===== src/rtl/id_ex_stage.sv =====
// ID/EX pipeline register with load-use hazard detection, bubble insertion
// and a saturating bubble counter.
module id_ex_stage (
   input  logic        clk,
   input  logic        rst,
   input  logic        stall,
   input  logic        flush,
   input  logic [1:0]  id_wb,
   input  logic [2:0]  id_mem,
   input  logic [3:0]  id_ex,
   input  logic [31:0] id_npc,
   input  logic [31:0] id_rd1,
   input  logic [31:0] id_rd2,
   input  logic [31:0] id_imm,
   input  logic [4:0]  id_rs,
   input  logic [4:0]  id_rt,
   input  logic [4:0]  id_rd,
   output logic [1:0]  ex_wb,
   output logic [2:0]  ex_mem,
   output logic [3:0]  ex_ex,
   output logic [31:0] ex_npc,
   output logic [31:0] ex_rd1,
   output logic [31:0] ex_rd2,
   output logic [31:0] ex_imm,
   output logic [4:0]  ex_rt,
   output logic [4:0]  ex_rd,
   output logic        ex_valid,
   output logic        load_use,
   output logic        pc_write,
   output logic        ifid_write,
   output logic [15:0] bubble_cnt
);

   typedef struct packed {
      logic [1:0] wb;
      logic [2:0] mem;
      logic [3:0] ex;
   } ctrl_t;

   ctrl_t ctrl_raw, ctrl_s;
   logic  bubble;

   assign ctrl_raw = '{wb: id_wb, mem: id_mem, ex: id_ex};

   // Only a definite 1 is latched; X/Z control bits become 0.
   always_comb begin
      ctrl_s = '0;
      for (int i = 0; i < $bits(ctrl_t); i++)
         ctrl_s[i] = (ctrl_raw[i] === 1'b1);
   end

   assign load_use   = ex_valid & ex_mem[1] & (ex_rt != 5'd0) &
                       ((ex_rt == id_rs) | (ex_rt == id_rt));
   assign pc_write   = ~load_use & ~stall;
   assign ifid_write = ~load_use & ~stall;
   assign bubble     = flush | load_use;

   always_ff @(posedge clk) begin
      if (rst) begin
         ex_wb      <= '0;
         ex_mem     <= '0;
         ex_ex      <= '0;
         ex_npc     <= '0;
         ex_rd1     <= '0;
         ex_rd2     <= '0;
         ex_imm     <= '0;
         ex_rt      <= '0;
         ex_rd      <= '0;
         ex_valid   <= 1'b0;
         bubble_cnt <= '0;
      end else if (!stall) begin
         // Data and specifiers load even on a bubble; only control is squashed.
         ex_npc <= id_npc;
         ex_rd1 <= id_rd1;
         ex_rd2 <= id_rd2;
         ex_imm <= id_imm;
         ex_rt  <= id_rt;
         ex_rd  <= id_rd;
         if (bubble) begin
            ex_wb    <= '0;
            ex_mem   <= '0;
            ex_ex    <= '0;
            ex_valid <= 1'b0;
            if (bubble_cnt != 16'hFFFF)
               bubble_cnt <= bubble_cnt + 16'd1;
         end else begin
            ex_wb    <= ctrl_s.wb;
            ex_mem   <= ctrl_s.mem;
            ex_ex    <= ctrl_s.ex;
            ex_valid <= 1'b1;
         end
      end
   end

endmodule


===== config.mk =====
export PLATFORM = sky130hd
export DESIGN_NAME = id_ex_stage
export DESIGN_NICKNAME = d
export VERILOG_FILES = /design/src/rtl/id_ex_stage.sv
export SDC_FILE = /design/constraint.sdc
export NUM_CORES = 1
export LEC_CHECK = 0
export ABC_AREA = 1
export CAP_MARGIN = 20
export CORE_UTILIZATION = 30
export DETAILED_ROUTE_END_ITERATION = 16
export PLACE_DENSITY_LB_ADDON = 0.15
export RECOVER_POWER = 100
export SLEW_MARGIN = 20
export SYNTH_ARGS = -nofsm -noshare
export SYNTH_HDL_FRONTEND = slang
export SYNTH_SLANG_ARGS = --single-unit

===== constraint.sdc =====
create_clock -name clk -period 1.9 [get_ports clk]
set_input_delay 0.38 -clock clk [delete_from_list [all_inputs] [get_ports clk]]
set_output_delay 0.38 -clock clk [all_outputs]
set_load 0.01 [all_outputs]

======== Yosys cells after proc, flatten, opt, wreduce, memory -nomap -nowiden ========
Cells that the tools add are included.
cells by class
  reductions and logical operators ........ 2
  add/sub/neg operators ................... 1
  equal/unequal tests ..................... 12
  bitwise logic cells ..................... 8
  mux-type cells .......................... 4
operators by type and width
  kind                                                             count
  16-bit by 1-bit adder with 16-bit output, second input constant  1
  16-bit inequality test, second input constant                    1
  5-bit equality test                                              2
  1-bit case equality test, second input constant                  9
  5-bit nonzero test                                               1
  1-bit bitwise AND                                                4
  4-bit two-way mux                                                1
  3-bit two-way mux                                                1
  3-bit AND reduction                                              1
  2-bit two-way mux                                                1
  1-bit inverter                                                   2
  1-bit bitwise OR                                                 2
  1-bit two-way mux                                                1
word-level totals
  register bits ........................... 164
  word-level logic and storage cells ...... 38
  output and inout port bits .............. 167
  input port bits ......................... 156

======== Depth between registers and ports, before layout ========
Gate-level depths: netlist (run 1).
  word-level depth ........................ 5
  depth in mapped cells ................... 13
  mapped depth without buffers ............ 12

======== Least setup slack after synthesis (run 1) ========
OpenSTA, ideal clock, no wires.
  path kind ............................... reg2out
  start ................................... reg ex_rt[1]
  end ..................................... out pc_write
  path slack .............................. 266 ps
  cell stages (with the launch flop) ...... 9
  arrival ................................. 1254 ps
  required time ........................... 1520 ps
  path buffers ............................ 1
  cells stage by stage .................... dfxtp_1 nor3_1 nand3_1 nand3_1 inv_1 nand2_2 inv_1 nor2_1 buf_4
between the ends
  longest elaborated chain between the ends .. 5
  elaborated cells between the ends (all ways) .. 8
  those cells by class .................... eq/ne: 2; bitwise: 5; reduce/logical: 1
ends and longest elaborated chain
  item                                                       line    source
  start: declaration                                         25      output logic [4:0] ex_rt,
  start signal: assignment                                   77      ex_rt <= id_rt;
  5-bit equality test or 5-bit nonzero test (tied branches)  53, 52
  1-bit bitwise OR or 1-bit bitwise AND (tied branches)      53, 52
  1-bit bitwise AND (*)                                      52      assign load_use = ex_valid & ex_mem[1] & (ex_rt != 5'd0) &
  named net load_use                                         28      output logic load_use,
  1-bit inverter (*)                                         -
  1-bit bitwise AND (*)                                      -
  end: declaration                                           29      output logic pc_write,
The timed path passes the listed nets; every way through them passes the cells marked *.

======== Worst setup path in the final report (run 1) ========
  start ................................... reg ex_rt[1]
  end ..................................... out ifid_write
between the ends
  longest elaborated chain between the ends .. 5
  elaborated cells between the ends (all ways) .. 8
  those cells by class .................... eq/ne: 2; bitwise: 5; reduce/logical: 1
ends and longest elaborated chain
  item                                                       line    source
  5-bit equality test or 5-bit nonzero test (tied branches)  53, 52
  1-bit bitwise OR or 1-bit bitwise AND (tied branches)      53, 52
  1-bit bitwise AND (*)                                      52
  1-bit inverter (*)                                         55      assign ifid_write = ~load_use & ~stall;
  1-bit bitwise AND (*)                                      55
  end: declaration                                           30      output logic ifid_write,
Mark *: on every way between the ends. The rest lies on a longest branch, timed or not.

==> results of run 1 <==
registers in the layout, indices dropped and copies added, names as in the netlist:
signal      flops
ex_rd1         32
ex_rd           5
ex_ex           4
ex_mem          3
bubble_cnt     16
ex_valid        1
ex_rd2         32
ex_npc         32
ex_wb           2
ex_rt           5
ex_imm         32
cell families after synthesis:
kind of cell,count (synthesis),synth area share
adder cells (fa/ha/maj),1,0.002003
buffers and inverters,104,0.06651
AO/OA/AOI/OAI,157,0.1260
AND/OR/NAND/NOR,436,0.2770
flip-flops,164,0.5256
XOR/XNOR,2,0.002805
power breakdown:
group          leakage (nW)  switching, mW  internal [mW]  total (mW)
Clock                 0.287           1.48           2.09        3.57
Sequential             1.36          0.111           3.65        3.77
Combinational          2.92          0.593          0.763        1.36
final timing paths:
path,from,to,slack [ns],cells after the start
setup reg to reg,ex_rt[1],bubble_cnt[0],0.13,15
setup / recovery,ex_rt[1],ifid_write,-0.0009,10
hold / removal,id_rt[3],ex_rt[3],0.42,3
hold reg to reg,ex_ex[3],ex_ex[3],0.46,2
layout make-up:
type | count | area, um^2 | share of cell area
inverters | 49 | 190.2 | 0.01816
multi-input cells | 596 | 2595 | 0.2478
clock inverters | 13 | 175.2 | 0.01672
clock buffers | 18 | 429.2 | 0.04097
flip-flops and latches | 164 | 3302 | 0.3153
repair buffers | 345 | 3445 | 0.3289
well taps | 270 | 337.8 | 0.03225
what timing repair did:
item                       4_1_cts  5_1_grt
resized for setup               32       16
pin swaps                        8        6
setup endpoints to repair        4       26
setup buffers                    2        3
routing by layer:
layer / track usage / vias up / part of all wire
met3: 0.08063 / 13 / 0.098
met2: 0.2888 / 230 / 0.45
li1: - / 3351 / -
met5: 0 / - / 0
met4: 0.04844 / 0 / 0.012
met1: 0.2184 / 2835 / 0.44
stage by stage:
step	hold WS (ns)	utilization	instance area, um^2	TNS [ns]
3_3_place_gp	0.4532	0.4827	9799	-6.887
5_1_grt	0.4226	0.5160	10470	-0.5177
3_5_place_dp	0.4560	0.4827	9799	-7.414
6_report	0.4188	0.5160	10470	-0.0008976
4_1_cts	0.3874	0.5133	10420	-0.05527
2_1_floorplan	0.4900	-	6246	0
worst reg2reg max path, stage by stage, from the launching register on:
cell,delay (ns)
dfxtp_4,0.38
inv_2,0.05
nand2_1,0.05
nand2_1,0.05
nor2_1,0.11
nand3_1,0.08
nand2_1,0.10
nand2_2,0.06
buf_4,0.13
buf_4,0.14
nand2_8,0.09
buf_12,0.12
nand3_4,0.11
nand2_2,0.08
nand2_1,0.05
nor2_1,0.11
cell usage in the layout (no fill, tap or decap), drive strengths merged, types with 4 or more instances in the layout:
master	instances
dlygate4sd3	103
nand2	88
a21oi	16
inv	52
dlygate4sd2	6
clkdlybuf4s50	205
clkbuf	22
buf	24
nand3	24
o21ai	140
clkinvlp	4
dfxtp	164
nand4	12
nor2	310
==> impl_metrics.env, run 1 <==
export IMPL_status="finished, violations left"
export IMPL_violations="negative setup slack"
export IMPL_synth_main_ff_cell="dfxtp_1"
export IMPL_fin_cells=1455
export IMPL_max_freq_mhz=526.1
export IMPL_power_mw=8.692
export IMPL_synth_warnings=0
export IMPL_cp_start_kind="register"
export IMPL_final_max_slew_viol_count=0
export IMPL_cts_tree="yes"
export IMPL_critPathKind="reg -> out"
export IMPL_hold_violations=0
export IMPL_grt_use_total=0.1803
export IMPL_syn_inst=864
export IMPL_clk_pin_slew_ns=0.07
export IMPL_wl_um=19310
export IMPL_pin_count=323
export IMPL_viasPerCell=4.419
export IMPL_skew_ns=0.006544
export IMPL_clock_latency_ns=0.41
export IMPL_avgSynthCellArea_um2=7.229
export IMPL_yosysSeqAreaShare=0.5256
export IMPL_ys_top_cells_by_area="dfxtp_1, nor2_1, o21ai_0"
export IMPL_holdBufCountCts=0
export IMPL_drive_above_1_share=0.07004
export IMPL_first_pass_iters=4
export IMPL_hpwl_um=13180
export IMPL_detail_route_antenna_nets=0
export IMPL_grt_pass1_wl_um=30910
export IMPL_grt_pass1_vias=6015
export IMPL_grt_overflow_total=0
export IMPL_vdd_drop_max_v=0.0006636
export IMPL_finalCritPeriodShare=1.000
export IMPL_gp_congestion=0.7827
export IMPL_port_buffers=322
export IMPL_worstMarginPinSlew_ns=0.7639
export IMPL_fill_cells=2039
export IMPL_finalSetupViolCount=1
export IMPL_cts_root_buf="clkbuf_16"
export IMPL_drtIter0Drc=276
export IMPL_antenna_found_initial=0
export IMPL_die_y_um=146.3
export IMPL_cts_max_level=4
export IMPL_syn_area_um2=6246
export IMPL_cts_buffer_depth=2
export IMPL_min_path_type="in -> reg"
export IMPL_path_delay_family="simple AND/OR/NAND/NOR gates"
export IMPL_crit_buf_inv=3
export IMPL_antenna_cells=0
export IMPL_cts_sinks=164
export IMPL_path_max_fanout=5
export IMPL_async_reset_ff_frac=0
export IMPL_required_ns=1.52
export IMPL_post_drt_wl_per_cell_um=13.27
export IMPL_final_nets=1330
export IMPL_min_period_ns=1.901
export IMPL_maxSlewHeadroom=0.4907
export IMPL_synth_most_common_cell="nor2_1"
export IMPL_die_width_um=146.3
export IMPL_synth_common_cells="nor2_1, dfxtp_1, o21ai_0"
export IMPL_crit_chain="inv_2, nand2_1, nand2_1, nor2_1, nand3_1, nand2_1, nand2_2, inv_2, nor2_2, buf_2"
export IMPL_placed_cells=1419
export IMPL_dr_total_vias=6429
export IMPL_row_count=52
export IMPL_worst_slack_ns=-0.0008976
export IMPL_dieArea_um2=21400
export IMPL_initial_utilization=0.3077
export IMPL_grt_max_degree=106
export IMPL_yosysTopAreaCell="dfxtp_1"
export IMPL_endpoint_kind="primary output"
export IMPL_cellPowerDensity_nw_per_um2=829.8
export IMPL_crit_top_cell="nand2_1"
export IMPL_syn_num_nets=1021
export IMPL_numCtsBuffers=17
export IMPL_rsz0062_at_grt="yes"
export IMPL_synth_top_area_frac=0.5256
export IMPL_cp_slowest_cell="dfxtp_4"
export IMPL_core_area_um2=20300
export IMPL_ys_ff_latch=164
export IMPL_synth_edf_count=0
export IMPL_ys_types=23
export IMPL_drc=0
export IMPL_worstPathArrival_ns=1.52
export IMPL_cpPeakStageDelay_ns=0.38
export IMPL_synthToLayoutAreaGrowth_pct=67.69
export IMPL_cap_violations=0
export IMPL_place_ws_ns=-0.4890
export IMPL_p_leak_nw=4.566
Note: power is estimated with default switching activity, not from simulation.
==> inputs of run 2 (changes only) <==
--- a/config.mk
+++ b/config.mk
@@ -5,10 +5,13 @@
 export SDC_FILE = /design/constraint.sdc
 export NUM_CORES = 1
 export LEC_CHECK = 0
-export ABC_AREA = 1
+export ABC_AREA = 0
 export CAP_MARGIN = 20
+export CELL_PAD_IN_SITES_DETAIL_PLACEMENT = 0
+export CELL_PAD_IN_SITES_GLOBAL_PLACEMENT = 1
 export CORE_UTILIZATION = 30
 export DETAILED_ROUTE_END_ITERATION = 16
+export DONT_BUFFER_PORTS = 1
 export PLACE_DENSITY_LB_ADDON = 0.15
 export RECOVER_POWER = 100
 export SLEW_MARGIN = 20
==> run 2 against run 1 <==
Net effect:
- the flow still finishes with violations (negative setup slack)
- maximum frequency shrank 14%
- global-route usage shrank 3.8 points
- hold slack lost 0.38 ns
- synthesized cell count down 31%
- via count decreased by 34%
- critical path depth shrank 5
- sequential power is 2% higher
- clock-buffer cell count up 2
==> impl_metrics.env, run 2 <==
export IMPL_async_reset_ff_frac=0
export IMPL_gp_congestion=0.7588
export IMPL_drc=0
export IMPL_grt_use_total=0.1422
export IMPL_switching_share=0.2378
export IMPL_worst_slack_ns=-0.3214
export IMPL_p_int_mw=5.878
export IMPL_pwr_share_comb=0.048
export IMPL_required_ns=1.52
export IMPL_clock_latency_ns=0.42
export IMPL_dr_total_vias=4247
export IMPL_drive_above_1_share=0.1192
export IMPL_antenna_found_initial=0
export IMPL_maxSlewHeadroom=0.6225
export IMPL_die_y_um=145.2
export IMPL_fin_util=0.3584
export IMPL_skew_ns=0.008641
export IMPL_synthToLayoutAreaGrowth_pct=17.54
export IMPL_status="finished, violations left"
export IMPL_synth_top_area_frac=0.5339
export IMPL_worstPathArrival_ns=1.84
export IMPL_cts_tree="yes"
export IMPL_hpwl_um=10240
export IMPL_cellPowerDensity_nw_per_um2=1067
export IMPL_fin_cells=899
export IMPL_violations="negative setup slack"
export IMPL_final_nets=773
export IMPL_pwr_share_seq=0.498
export IMPL_syn_area_um2=6150
export IMPL_wl_um=15000
export IMPL_finalInstanceArea_um2=7228
export IMPL_detail_route_antenna_nets=0
export IMPL_cts_root_buf="clkbuf_16"
export IMPL_endpoint_kind="primary output"
export IMPL_synth_warnings=0
export IMPL_grt_overflow_total=0
export IMPL_syn_inst=592
export IMPL_critPathKind="reg -> out"
export IMPL_post_drt_wl_per_cell_um=16.68
export IMPL_postPlaceCellArea_um2=6611
export IMPL_min_path_type="in -> reg"
export IMPL_ys_ff_latch=164
export IMPL_ys_types=40
export IMPL_min_period_ns=2.221
export IMPL_port_buffers=0
export IMPL_die_width_um=145.2
export IMPL_cts_sinks=164
export IMPL_worstMarginPinSlew_ns=0.5642
export IMPL_worst_hold_slack_ns=0.03970
export IMPL_max_freq_mhz=450.2
export IMPL_tns_ns=-2.089
export IMPL_path_max_fanout=5
export IMPL_vdd_drop_max_v=0.0005061
export IMPL_final_max_slew_viol_count=0
export IMPL_synth_edf_count=0
export IMPL_final_common_cell="dfxtp_1"
export IMPL_cp_start_kind="register"
export IMPL_cap_violations=0
export IMPL_ys_top_cells_by_area="dfxtp_1, mux2i_1, nor2_1"
export IMPL_finalSetupViolCount=19
export IMPL_grt_pass1_vias=4371
export IMPL_synth_main_ff_cell="dfxtp_1"
export IMPL_pin_count=323
export IMPL_pwr_share_clk=0.455
export IMPL_core_area_um2=20170
export IMPL_final_cell_mix="dfxtp_1, nor2_1, mux2i_1"
export IMPL_dieArea_um2=21080
export IMPL_cts_buffer_depth=2
export IMPL_drtIter0Drc=153
export IMPL_finalCritPeriodShare=1.169
export IMPL_grt_pass1_wl_um=23450
export IMPL_synth_common_cells="dfxtp_1, nor2_1, mux2i_1"
export IMPL_initial_utilization=0.3049
export IMPL_numCtsBuffers=17
export IMPL_viasPerCell=4.724
export IMPL_switchingPower_mw=1.834
export IMPL_grt_max_degree=159
export IMPL_avgSynthCellArea_um2=10.39
export IMPL_p_leak_nw=3.114
export IMPL_yosysTopAreaCell="dfxtp_1"
export IMPL_antenna_cells=0
export IMPL_first_pass_iters=4
export IMPL_cts_max_level=4
export IMPL_row_count=52
export IMPL_clk_pin_slew_ns=0.06
export IMPL_yosysSeqAreaShare=0.5339
export IMPL_placed_cells=862
export IMPL_syn_num_nets=749
export IMPL_holdBufCountCts=0
export IMPL_hold_violations=0
export IMPL_synth_most_common_cell="dfxtp_1"
export IMPL_rsz0062_at_grt="yes"
-- run 2: final timing paths --
kind                            slack, ns           from              to  cells after the start
worst max register to register      -0.12  bubble_cnt[0]  bubble_cnt[13]                      7
worst min register to register       0.55       ex_wb[0]        ex_wb[0]                      1
worst min-delay path                 0.04            rst      ex_rd1[29]                      1
worst max-delay path                -0.32       ex_rt[1]        pc_write                      5
-- run 2: cell families after synthesis --
family / Yosys count / synth area share
AOI/OAI and AO/OA: 40 / 0.05025
xor gates and xnor gates: 11 / 0.01567
adders and majority gates: 1 / 0.002034
buffers and inverters: 44 / 0.03194
DFF: 164 / 0.5339
muxes: 142 / 0.2315
and+or+nand+nor: 190 / 0.1347
-- run 2: metal layers --
metal / track usage / up-vias / part of all wire
li1: - / 2072 / -
met1: 0.1495 / 1966 / 0.40
met2: 0.2486 / 197 / 0.51
met3: 0.06604 / 12 / 0.087
met4: 0.04842 / 0 / 0.011
met5: 0 / - / 0
-- run 2: worst max-delay path, cell delays in order, from the launching register on --
cell	delay (ns)
dfxtp_2	0.35
or4_4	0.53
o211ai_2	0.17
buf_4	0.15
nor2_4	0.05
nor2_4	0.16
-- run 2: what timing repair did --
| action | 4_1_cts | 5_1_grt |
|---|---|---|
| setup endpoints to repair | 18 | 20 |
| resized for setup | 14 | 3 |
| cloned | 0 | 0 |
| pin swaps | 4 | 3 |
| setup buffers | 3 | 2 |
-- run 2: area by class of cell --
cell class                 instances  area (um^2)
clock buffer                      20        456.7
clock inverter                    12        145.1
fill                            2052        12940
inverter                           6        22.52
multi-input combinational        384         2716
sequential                       164         3302
tap                              270        337.8
timing repair buffer              43        247.7
-- run 2: per-stage QoR --
| step | setup WS (ns) | total power [mW] |
|---|---|---|
| after floorplan | -0.02407 | 4.305 |
| after global placement | -0.08887 | 4.282 |
| after detailed placement | -0.08233 | 4.296 |
| after CTS | -0.3522 | 7.866 |
| after global routing | -0.4051 | 8.109 |
| final | -0.3214 | 7.712 |
-- run 2: power by group through the flow --
stage               sequential, mW  clock, mW  combinational (mW)
global route                  3.86       3.84               0.417
floorplan                     3.88          0               0.425
global placement              3.92          0               0.359
finish                        3.84       3.51               0.368
detailed placement            3.92          0               0.377
CTS                           3.84       3.64               0.382
